--- config.mk ---
export PLATFORM = sky130hd
export DESIGN_NAME = counter_mod_updown
export DESIGN_NICKNAME = d
export VERILOG_FILES = /design/src/rtl/counter_mod_updown.sv
export SDC_FILE = /design/constraint.sdc
export NUM_CORES = 1
export LEC_CHECK = 0
export CAP_MARGIN = 20
export CORE_ASPECT_RATIO = 2
export CORE_MARGIN = 2
export CORE_UTILIZATION = 35
export DETAILED_ROUTE_END_ITERATION = 7
export SLEW_MARGIN = 25
export SYNTH_ARGS = -nofsm -noshare
export SYNTH_HDL_FRONTEND = slang
export SYNTH_SLANG_ARGS = --single-unit
--- constraint.sdc ---
create_clock -name clk -period 5.32 [get_ports clk]
set_input_delay 1.064 -clock clk [delete_from_list [all_inputs] [get_ports clk]]
set_output_delay 1.064 -clock clk [all_outputs]
set_load 0.005 [all_outputs]
--- src/rtl/counter_mod_updown.sv ---
// Modulo-N up/down counter with per-bit transition pulses, wrap pulse,
// synchronous clamped load and a one-shot stop-at-terminal mode.
module counter_mod_updown #(
    parameter int WIDTH   = 8,
    parameter int MODULUS = 2 ** WIDTH
) (
    input  logic             clk,
    input  logic             n_rst,
    input  logic             n_en,
    input  logic             dir,
    input  logic             n_load,
    input  logic [WIDTH-1:0] load_val,
    input  logic             one_shot,
    output logic [WIDTH-1:0] count,
    output logic [WIDTH-1:0] trig_out,
    output logic             wrap,
    output logic             done
);

    localparam logic [WIDTH-1:0] MAXV = WIDTH'(MODULUS - 1);

    typedef enum logic {
        ST_COUNTING = 1'b0,
        ST_DONE     = 1'b1
    } state_t;

    state_t           r_state;
    logic [WIDTH-1:0] r_count;
    logic [WIDTH-1:0] r_trig;
    logic             r_wrap;
    logic             r_done;

    logic             w_term;
    logic [WIDTH-1:0] w_nxt;
    logic [WIDTH-1:0] w_trig;
    logic [WIDTH-1:0] w_load;

    always_comb begin
        w_term = '0;
        w_nxt  = '0;
        w_trig = '0;
        if (dir) begin
            w_term = (r_count == '0);
            w_nxt  = w_term ? MAXV : r_count - 1'b1;
            w_trig = ~r_count & w_nxt;
        end else begin
            w_term = (r_count == MAXV);
            w_nxt  = w_term ? '0 : r_count + 1'b1;
            w_trig = r_count & ~w_nxt;
        end
    end

    // Out-of-range load values saturate to the top of the count range.
    assign w_load = (load_val > MAXV) ? MAXV : load_val;

    always_ff @(posedge clk or negedge n_rst) begin
        if (!n_rst) begin
            r_state <= ST_COUNTING;
            r_count <= '0;
            r_trig  <= '0;
            r_wrap  <= 1'b0;
            r_done  <= 1'b0;
        end else if (!n_load) begin
            r_state <= ST_COUNTING;
            r_count <= w_load;
            r_trig  <= '0;
            r_wrap  <= 1'b0;
            r_done  <= 1'b0;
        end else if (!n_en && r_state == ST_COUNTING) begin
            if (w_term && one_shot) begin
                r_state <= ST_DONE;
                r_trig  <= '0;
                r_wrap  <= 1'b1;
                r_done  <= 1'b1;
            end else begin
                r_count <= w_nxt;
                r_trig  <= w_trig;
                r_wrap  <= w_term;
            end
        end else begin
            r_trig <= '0;
            r_wrap <= 1'b0;
        end
    end

    assign count    = r_count;
    assign trig_out = r_trig;
    assign wrap     = r_wrap;
    assign done     = r_done;

endmodule
# After elaboration in Yosys (flattened, before gate mapping)
# Index checks and enable logic that the tools add are counted.
[word_totals]
ff_bits = 18
in_bits = 14
output_inout_bits = 18
wordCells = 40
[classes]
n_addsub = 2
n_lt_le_gt_ge = 1
n_eq_ne = 4
mux = 18
bitwise_logic = 5
n_reduce_logical = 6
[op_table]
columns = ["operator", "count"]
rows = [
  ["2-to-1 mux 8 bit", 11],
  ["AND 8 bit", 2],
  ["NOT 8 bit", 2],
  ["adder 8 x 1 -> 8 bit (second input constant)", 1],
  ["equality test 8 bit (second input constant)", 1],
  ["> comparator 8 bit (second input constant)", 1],
  ["logical NOT 8 bit", 1],
  ["subtractor 8 x 1 -> 8 bit (second input constant)", 1],
  ["2-to-1 mux 1 bit", 7],
  ["!= test 2 x 1 -> 1 bit (second input constant)", 2],
  ["AND reduction 2 bit", 2],
  ["logical AND 1 bit", 2],
  ["!= test 2 bit (second input constant)", 1],
  ["logical NOT 1 bit", 1],
  ["NOT 1 bit", 1],
]

# Depth between registers and ports, before layout
# Gate-level depths: netlist of run 1.
[logic_depth]
word_depth = 8
ltp_mapped = 8
mapped_depth_nobuf = 7

# Least setup slack after synthesis of run 1
# OpenSTA, ideal clock, no wires.
[synth_timing]
path_kind = "input to register"
startpoint = "input dir"
endpoint = "register r_count[0], in the netlist count[0]"
setup_ns = 0.131
t_arrival_ns = 2.173
t_required_ns = 5.189
setup_slack_ns = 3.016
cell_stages = 5
path_buffers = 1
path_cell_list = "or4b_4 o32a_1 o21ai_4 buf_6 o221ai_2"
[synth_via]
elab_chain_cells = 4
elab_cells_between_ends = 8
classes_between = "eq/ne (1); mux (5); reduce/logical (2)"
[synth_lines]
columns = ["element", "line_no", "text"]
rows = [
  ["start: declaration", "10", "input logic dir,"],
  ["2-to-1 mux 8 bit or 2-to-1 mux 1 bit (tied branches)", "42", "if (dir) begin"],
  ["2-to-1 mux 8 bit or logical AND 1 bit (tied branches)", "70", "if (w_term && one_shot) begin"],
  ["2-to-1 mux 8 bit or != test 2 bit (tied branches)", "-", ""],
  ["2-to-1 mux 8 bit or AND reduction 2 bit (tied branches)", "-", ""],
  ["end signal: assignment", "65", "r_count <= w_load;"],
  ["end signal: assignment", "76", "r_count <= w_nxt;"],
  ["end: declaration", "28", "logic [WIDTH-1:0] r_count;"],
]
# Parallel ways exist; a longest one is shown, timed or not. The select of a mux whose other input is x is not followed.
# A chain may end at the register's enable or synchronous reset.

# Worst setup path in the final report of run 1
[layout_timing]
startpoint = "input dir"
endpoint = "register r_count[1], in the netlist count[1]"
# Same word-level chain as after synthesis.

==> reports/metrics.yaml, run 1 <==
layout:
  syn_to_final_growth_pct: 27.5
  diodes: 0
  fin_nets: 193
  postLayoutCoreUtil_pct: 46.8
  seqCellArea_um2: 450
  drive_gt1_share_pct: 10.3
  multi_input_area_um2: 776
  num-fill-cells: 351
logic_synthesis:
  synth_area_leaders: "dfrtp_1, nor2_1, a21oi_1, o21ai_0, ha_1"
  yosysTopAreaCellShare_pct: 34.1
  syn_inst: 150
  syn_nets: 167
  synth.ff_latch_count: 18
  synth_ff_type: "dfrtp_1"
  synth-seq-area-share_pct: 34.1
  synth_cell_types: 46
  syn_avg_cell_area_um2: 8.82
  yosys.area.top_type: "dfrtp_1"
  ys_top_cells_by_count: "dfrtp_1, nor2_1, a21oi_1"
  netlist_area_um2: 1320
  yosysWarnings: 0
  async_flop_share_pct: 100
  synth_edf_count: 0
  yosysMostFrequentCell: "dfrtp_1"
flow_run:
  cap_violations: 0
routing:
  wl_mm: 3.46
  drc: 0
  wire_per_inst_um: 15.4
  avgViaCountPerCell: 5.68
  antenna_left: 0
  drt_iter0_drc: 43
  vias: 1273
  dr.pass1.iters: 4
sta:
  whs_ps: 525
  maxSlewHeadroom_pct: 44.4
  setup_viol: 0
  rsz0062_at_grt: "false"
  hold_viol_final: 0
  clock.fmax_mhz: 323
  fin_worst_skew_ps: 5.16
  worst_slew_pin_slew_ps: 832
  tns_ps: 0
  min_period_over_period_pct: 58.3
  min_period_ps: 3100
  final-max-slew-violation-count: 0
floorplan:
  die-area_um2: 4320
  die_height_um: 90.9
  core-area_um2: 3610
  initial_core_util_pct: 36.7
  die_x_um: 47.5
  io_pins: 32
  rows: 31
global_route:
  first_global_vias: 1238
  antenna_found_initial: 0
  grtUsageTotal_pct: 18.0
  grt_util_met3_pct: 2.19
  grt_pass1_wl_mm: 5.82
  grt.busiest_layer: "met2"
  grt-ovfl-total: 0
  grt_util_met1_pct: 22.5
  grt_max_degree: 32
  grt.met2_usage_pct: 29.6
worst_setup_path:
  path_class: "in2reg"
  slowest_delay_ps: 550
  start_kind: "primary input"
  crit_family: "compound AO/OA/AOI/OAI gates"
  arrival_ps: 3290
  cp-end-kind: "register"
  path_cells: "clkdlybuf4s50_1, buf_4, or4b_4, o32a_1, o21ai_4, o22ai_1, nor2_1"
  cp_max_fo: 31
  path_buf_inv: 2
  slowest_stage: "or4b_4"
  critPathRequiredTime_ps: 5510
placement:
  port_buffers: 31
  dp_hpwl_mm: 2.50
  place.gp.congestion: 0.905
power:
  peakVddDrop_mv: 0.189
  power_density_nw_per_um2: 239
  leakagePower_nw: 0.619
cts:
  clockBufferDepth: 2
  cts-root-buf: "clkbuf_8"
  clock_latency_ps: 260
  cts_made_buffers: 3
  cts_setup_buffers: 0
  cts_resized: 0
  clock-sinks: 18
  ctsHoldBuffers: 0
  clk_pin_slew_worst_paths_ps: 80
  htreeDepth: 1
  tritoncts: "built"
worst_hold_path:
  hold_class: "reg2reg"
status:
  status: "completed"
## state kept, by name, indices dropped and copies added (netlist names)
register and flops:
trig_out 8, done 1, count 8, wrap 1
## final cells by class
class	instances	area share, %
inverters	7	1.56
flip-flops and latches	18	26.7
repair buffers	32	18.8
clock buffers	4	3.26
well taps	49	3.64
multi-input cells	114	46.0
## through the flow
step                      setup WS [ps]  total power, mW  cell area, um^2  std cells
final                              2220            0.403             1690        224
after global routing               2070            0.426             1690        224
after CTS                          2240            0.404             1690        224
after detailed placement           1970            0.289             1630        220
after global placement             2010            0.286             1630        220
after floorplan                    3020            0.244             1320        150
## per-layer routing
metal  part of all wire [%]  vias up
met2                     54       63
li1                       -      599
met4                    2.3        0
met3                    5.3        8
met5                      0        -
met1                     38      603
## kinds of logic (layout without fill, tap and decap cells)
family          Yosys count  in the layout  synth area share [%]
fa+ha+maj                 3              3                  2.84
xor+xnor                  5              5                  3.31
simple gates             57             57                  23.4
compound gates           49             49                  29.1
buf+inv                  18             43                  7.29
flops                    18             18                  34.1
## final timing paths
kind / endpoint / slack, ps / cells past startpoint / startpoint
setup / recovery: count[1]$_DFFE_PN0P_ / 2220 / 7 / dir
hold / removal: done$_DFFE_PN0P_ / 530 / 1 / done$_DFFE_PN0P_
hold reg to reg: done$_DFFE_PN0P_ / 530 / 1 / done$_DFFE_PN0P_
min in group asynchronous: count[5]$_DFFE_PN0P_ / 1280 / 1 / n_rst
max in group asynchronous: count[4]$_DFFE_PN0P_ / 3520 / 1 / n_rst
setup reg to reg: count[1]$_DFFE_PN0P_ / 2890 / 7 / count[0]$_DFFE_PN0P_
## power by group
| part | total (mW) | switching (mW) | internal [mW] |
|---|---|---|---|
| Clock | 0.116 | 0.0506 | 0.0658 |
| Sequential | 0.175 | 0.0288 | 0.146 |
| Combinational | 0.112 | 0.0551 | 0.0569 |
| Total | 0.403 | 0.135 | 0.269 |
## placed cells by master (no fill, tap or decap), types with 3 or more instances in the layout
| cell | Yosys | final |
|---|---|---|
| xnor2_1 | 3 | 3 |
| clkbuf_8 | 0 | 4 |
| nand2_1 | 8 | 8 |
| a21oi_1 | 12 | 12 |
| ha_1 | 3 | 3 |
| nand2b_1 | 5 | 5 |
| clkdlybuf4s50_1 | 0 | 31 |
| inv_1 | 7 | 7 |
| nor3_1 | 7 | 7 |
| o21ai_0 | 10 | 10 |
| nor2_1 | 17 | 17 |
| dfrtp_1 | 18 | 18 |
| nand3_1 | 4 | 4 |
| o22ai_1 | 4 | 4 |
No activity file was read; power rests on OpenSTA's default activity.
==> run 2, diff against run 1 <==
==> constraint.sdc (replaced) <==
create_clock -name clk -period 3.15 [get_ports clk]
set_input_delay 0.63 -clock clk [delete_from_list [all_inputs] [get_ports clk]]
set_output_delay 0.63 -clock clk [all_outputs]
set_load 0.005 [all_outputs]
==> run 2 against run 1 <==
Net effect: flip-flop and latch count stayed put; hold slack improved by 9.7 ps; core utilization unchanged; critical path depth did not move; worst setup slack worse by 1500 ps; clock power grew 68%; clock skew down 3.1 ps; critical path type is now reg2reg; largest power group unchanged; highest routed layer unchanged.
==> reports/metrics.yaml, run 2 (same netlist as run 1, synthesis figures left out) <==
status:
  status: "completed"
global_route:
  grtUsageTotal_pct: 18.1  # +0.11 points
  grt_pass1_wl_mm: 5.84  # +0.24%
  first_global_vias: 1310  # +5.8%
  grt_max_degree: 31  # -3.1%
  antenna_found_initial: 0  # unchanged
  grt-ovfl-total: 0  # unchanged
routing:
  avgViaCountPerCell: 5.66  # -0.47%
  vias: 1267  # -0.47%
  wl_mm: 3.43  # -0.69%
  dr.pass1.iters: 4  # unchanged
  drc: 0  # unchanged
  drt_iter0_drc: 55  # +28%
  wire_per_inst_um: 15.3  # -0.69%
  antenna_left: 0  # unchanged
sta:
  setup_viol: 0  # unchanged
  rsz0062_at_grt: "false"
  clock.fmax_mhz: 412
  whs_ps: 535  # +9.66 ps
  hold_viol_final: 0  # unchanged
  worst_slew_pin_slew_ps: 851  # +18.8 ps
  layout_setup_ws_ps: 723  # -1500 ps
  tns_ps: 0  # unchanged
  min_period_ps: 2430
  fin_worst_skew_ps: 2.09  # -3.07 ps
  min_period_over_period_pct: 77.0
  final-max-slew-violation-count: 0  # unchanged
  maxSlewHeadroom_pct: 43.1  # -1.3 points
cts:
  clockBufferDepth: 2  # unchanged
  cts_made_buffers: 3  # unchanged
  cts_resized: 0  # unchanged
  clock_latency_ps: 260  # about the same
  ctsHoldBuffers: 0  # unchanged
  clk_pin_slew_worst_paths_ps: 70  # about the same
  clock-sinks: 18  # unchanged
  cts-root-buf: "clkbuf_8"
  cts_setup_buffers: 0  # unchanged
  htreeDepth: 1  # unchanged
  tritoncts: "built"
worst_setup_path:
  critPathRequiredTime_ps: 3340  # -2170 ps
  start_kind: "register"
  path_class: "reg2reg"
  cp-end-kind: "register"
  arrival_ps: 2620  # -670 ps
  cp_max_fo: 14  # -55%
layout:
  layout_commonest_cell: "clkdlybuf4s50_1"
  num-fill-cells: 359  # +2.3%
  diodes: 0  # unchanged
  finish.instance_area_um2: 1690  # unchanged
  drive_gt1_share_pct: 10.3  # unchanged
  syn_to_final_growth_pct: 27.5  # unchanged
  layout_common_cells: "clkdlybuf4s50_1, dfrtp_1, nor2_1"
  fin_nets: 193  # unchanged
  multi_input_area_um2: 776  # unchanged
  seqCellArea_um2: 450  # unchanged
flow_run:
  cap_violations: 0  # unchanged
floorplan:
  die_x_um: 47.5  # unchanged
  core-area_um2: 3610  # unchanged
  die_height_um: 90.9  # unchanged
  initial_core_util_pct: 36.7  # unchanged
  io_pins: 32  # unchanged
  rows: 31  # unchanged
  die-area_um2: 4320  # unchanged
power:
  leakagePower_nw: 0.619  # unchanged
  power_density_nw_per_um2: 402  # +68%
  peakVddDrop_mv: 0.297  # +57%
placement:
  place_ws_ps: 523  # -1450 ps
  place_area_um2: 1630  # unchanged
  port_buffers: 31  # unchanged
  dp_hpwl_mm: 2.53  # +1.0%
  place.gp.congestion: 0.876  # -3.2%
worst_hold_path:
  hold_class: "reg2reg"
run 2: cell counts in the layout (fill, tap and decap cells not counted):
No cell type changed its count.
run 2: critical path, cell delays in order (launching register included):
cell     delay [ps]
dfrtp_1         490
inv_1           170
ha_1            270
or4b_4          530
o32a_1          230
o21ai_4         400
o22ai_1         160
nor2_1          110
run 2: metal layers:
metal / share of wire (%) / GRT usage (%)
met3: 4.5 / 2.19
met5: 0 / 0
met4: 2.4 / 7.18
met2: 56 / 30.1
met1: 37 / 22.3
run 2: path summary, 6_finish.rpt:
| check | from | endpoint | slack [ps] | cells past startpoint |
|---|---|---|---|---|
| max reg2reg | count[0]$_DFFE_PN0P_ | count[1]$_DFFE_PN0P_ | 720 | 7 |
| max | count[0]$_DFFE_PN0P_ | count[1]$_DFFE_PN0P_ | 720 | 7 |
| min reg2reg | done$_DFFE_PN0P_ | done$_DFFE_PN0P_ | 530 | 1 |
| min in group asynchronous | n_rst | trig_out[6]$_DFF_PN0_ | 860 | 1 |
| min | done$_DFFE_PN0P_ | done$_DFFE_PN0P_ | 530 | 1 |
| max in group asynchronous | n_rst | trig_out[4]$_DFF_PN0_ | 1770 | 1 |
run 2: area by class of cell:
type / instances / share of cell area (%)
Clock buffer: 4 / 3.26
Inverter: 7 / 1.56
Multi-Input combinational cell: 114 / 46.0
Sequential cell: 18 / 26.7
Tap cell: 49 / 3.64
Timing Repair Buffer: 32 / 18.8
run 2: through the flow:
| step | instances | power, mW | utilization (%) |
|---|---|---|---|
| after CTS | 224 | 0.686 | 46.8 |
| after detailed placement | 220 | 0.488 | 45.2 |
| after floorplan | 150 | 0.412 | - |
| after global routing | 224 | 0.720 | 46.8 |
| after global placement | 220 | 0.482 | 45.2 |
| final | 224 | 0.678 | 46.8 |
run 2: power breakdown:
part | leakage, nW | internal, mW | switching [mW]
logic | 0.359 | 0.0960 | 0.0921
registers | 0.231 | 0.247 | 0.0471
clock network | 0.0288 | 0.111 | 0.0843
total | 0.619 | 0.454 | 0.223
==> run 3, diff against run 2 <==
==> constraint.sdc (replaced) <==
create_clock -name clk -period 2 [get_ports clk]
set_input_delay 0.4 -clock clk [delete_from_list [all_inputs] [get_ports clk]]
set_output_delay 0.4 -clock clk [all_outputs]
set_load 0.005 [all_outputs]
==> run 3 against run 2 <==
Net effect: the flow now finishes with violations (negative setup slack); sequential power increased by 41%; first-iteration DRC count up 29%; worst setup slack worse by 740 ps; critical path depth up 1.
==> reports/metrics.yaml, run 3 (same netlist as run 1, synthesis figures left out) <==
layout:
  layout_common_cells: "clkdlybuf4s50_1, buf_4, dfrtp_1"
  diodes: 0  # unchanged
  layoutNonFillerInstCount: 252  # +13%
  finish.instance_area_um2: 1980  # +18%
  fin_nets: 221  # +15%
  drive_gt1_share_pct: 27.1  # +17 points
  layout_commonest_cell: "clkdlybuf4s50_1"
  syn_to_final_growth_pct: 50.0
worst_setup_path:
  arrival_ps: 2170  # -450 ps
  path_class: "reg2reg"
  cp_max_fo: 7  # -7
  critPathRequiredTime_ps: 2140  # -1200 ps
  cp-end-kind: "register"
  start_kind: "register"
placement:
  dp_hpwl_mm: 2.94  # +16%
  place_ws_ps: -246  # -770 ps
  dp_cells: 243  # +10%
  place.gp.congestion: 0.812  # -7.3%
  port_buffers: 31  # unchanged
  place_area_um2: 1830  # +12%
cts:
  ctsHoldBuffers: 0  # unchanged
  cts_made_buffers: 3  # unchanged
  htreeDepth: 1  # unchanged
  cts-root-buf: "clkbuf_8"
  clockBufferDepth: 2  # unchanged
  clock_latency_ps: 260  # about the same
  clk_pin_slew_worst_paths_ps: 80  # about the same
  tritoncts: "built"
  clock-sinks: 18  # unchanged
floorplan:
  die-area_um2: 4320  # unchanged
  core-area_um2: 3610  # unchanged
  initial_core_util_pct: 36.7  # unchanged
  io_pins: 32  # unchanged
  rows: 31  # unchanged
  die_height_um: 90.9  # unchanged
  die_x_um: 47.5  # unchanged
sta:
  worst_slew_pin_slew_ps: 393  # -458 ps
  clock.fmax_mhz: 495  # +20%
  hold_viol_final: 0  # unchanged
  min_period_over_period_pct: 101  # +24 points
  tns_ps: -59.1  # -59.1 ps
  rsz0062_at_grt: "true"
  whs_ps: 466  # -68.7 ps
  final-max-slew-violation-count: 0  # unchanged
  layout_setup_ws_ps: -21.9  # -745 ps
  fin_worst_skew_ps: 2.86  # +0.771 ps
  min_period_ps: 2020  # -405 ps
  setup_viol: 5  # +5
  maxSlewHeadroom_pct: 73.6  # +30 points
power:
  power_density_nw_per_um2: 607  # +51%
  leakagePower_nw: 0.770  # +24%
  peakVddDrop_mv: 0.451  # +52%
global_route:
  grt_pass1_wl_mm: 6.27  # +7.3%
  grt_max_degree: 24  # -23%
  grtUsageTotal_pct: 20.0  # +1.8 points
  first_global_vias: 1402  # +7.0%
  grt-ovfl-total: 0  # unchanged
  antenna_found_initial: 0  # unchanged
routing:
  vias: 1394  # +10%
  wl_mm: 4.19  # +22%
  antenna_left: 0  # unchanged
  dr.pass1.iters: 4  # unchanged
  drt_iter0_drc: 71  # +29%
  drc: 0  # unchanged
  wire_per_inst_um: 16.6  # +8.5%
  avgViaCountPerCell: 5.53  # -2.2%
status:
  status: "complete, but fails checks"
  violations: "negative setup slack"
worst_hold_path:
  hold_class: "in2async"
flow_run:
  cap_violations: 0  # unchanged
run 3: cell types whose count changed in the layout (fill, tap and decap cells not counted), sizes merged:
cell / change
clkinv: +1
inv: -1
clkbuf: +1
buf: +27
run 3: final cells by class:
type	count	area, um^2
Clock buffer	4	55.1
Multi-Input combinational cell	114	828
Fill cell	340	1620
Tap cell	49	61.3
Inverter	7	31.3
Sequential cell	18	450
Timing Repair Buffer	60	558
run 3: worst paths after layout:
check                                     startpoint  cells after the start                    end  slack, ps
worst min-delay path                           n_rst                      2  trig_out[0]$_DFF_PN0_        470
worst max register to register  count[0]$_DFFE_PN0P_                      8  trig_out[5]$_DFF_PN0_        -20
worst min register to register      done$_DFFE_PN0P_                      1       done$_DFFE_PN0P_        530
max in group asynchronous                      n_rst                      2   count[3]$_DFFE_PN0P_       1330
min in group clk                    done$_DFFE_PN0P_                      1       done$_DFFE_PN0P_        530
worst max-delay path            count[0]$_DFFE_PN0P_                      8  trig_out[5]$_DFF_PN0_        -20
run 3: per-layer routing:
| layer | GRT usage [%] | share of wire, % |
|---|---|---|
| met5 | 0 | 0 |
| met4 | 11.8 | 4.8 |
| met3 | 2.58 | 3.7 |
| met2 | 33.6 | 55 |
| met1 | 21.8 | 37 |
run 3: critical path: stages (launching register included):
cell	delay (ps)
dfrtp_1	420
clkinv_4	70
ha_4	140
or4b_4	510
o32a_1	230
o21ai_4	230
buf_12	160
buf_4	110
a221oi_2	30
run 3: stage by stage:
step           util (%)  total power [mW]
3_3_place_gp       50.8             0.849
2_1_floorplan         -             0.662
5_1_grt            55.0              1.25
3_5_place_dp       50.8             0.860
4_1_cts            52.6              1.18
6_report           55.0              1.20
run 3: timing repair:
item                                    in CTS  in global routing
endpoints found under the setup margin       5                 11
buffers inserted                             1                  3
pin swaps                                    3                 11
gates resized for setup                      1                  8
hold endpoints to repair                     0                  0
gates cloned                                 0                  1
run 3: power breakdown:
group,switching (mW),total (mW),internal (mW)
Sequential,0.0265,0.416,0.390
Combinational,0.239,0.473,0.234
Clock,0.139,0.315,0.175
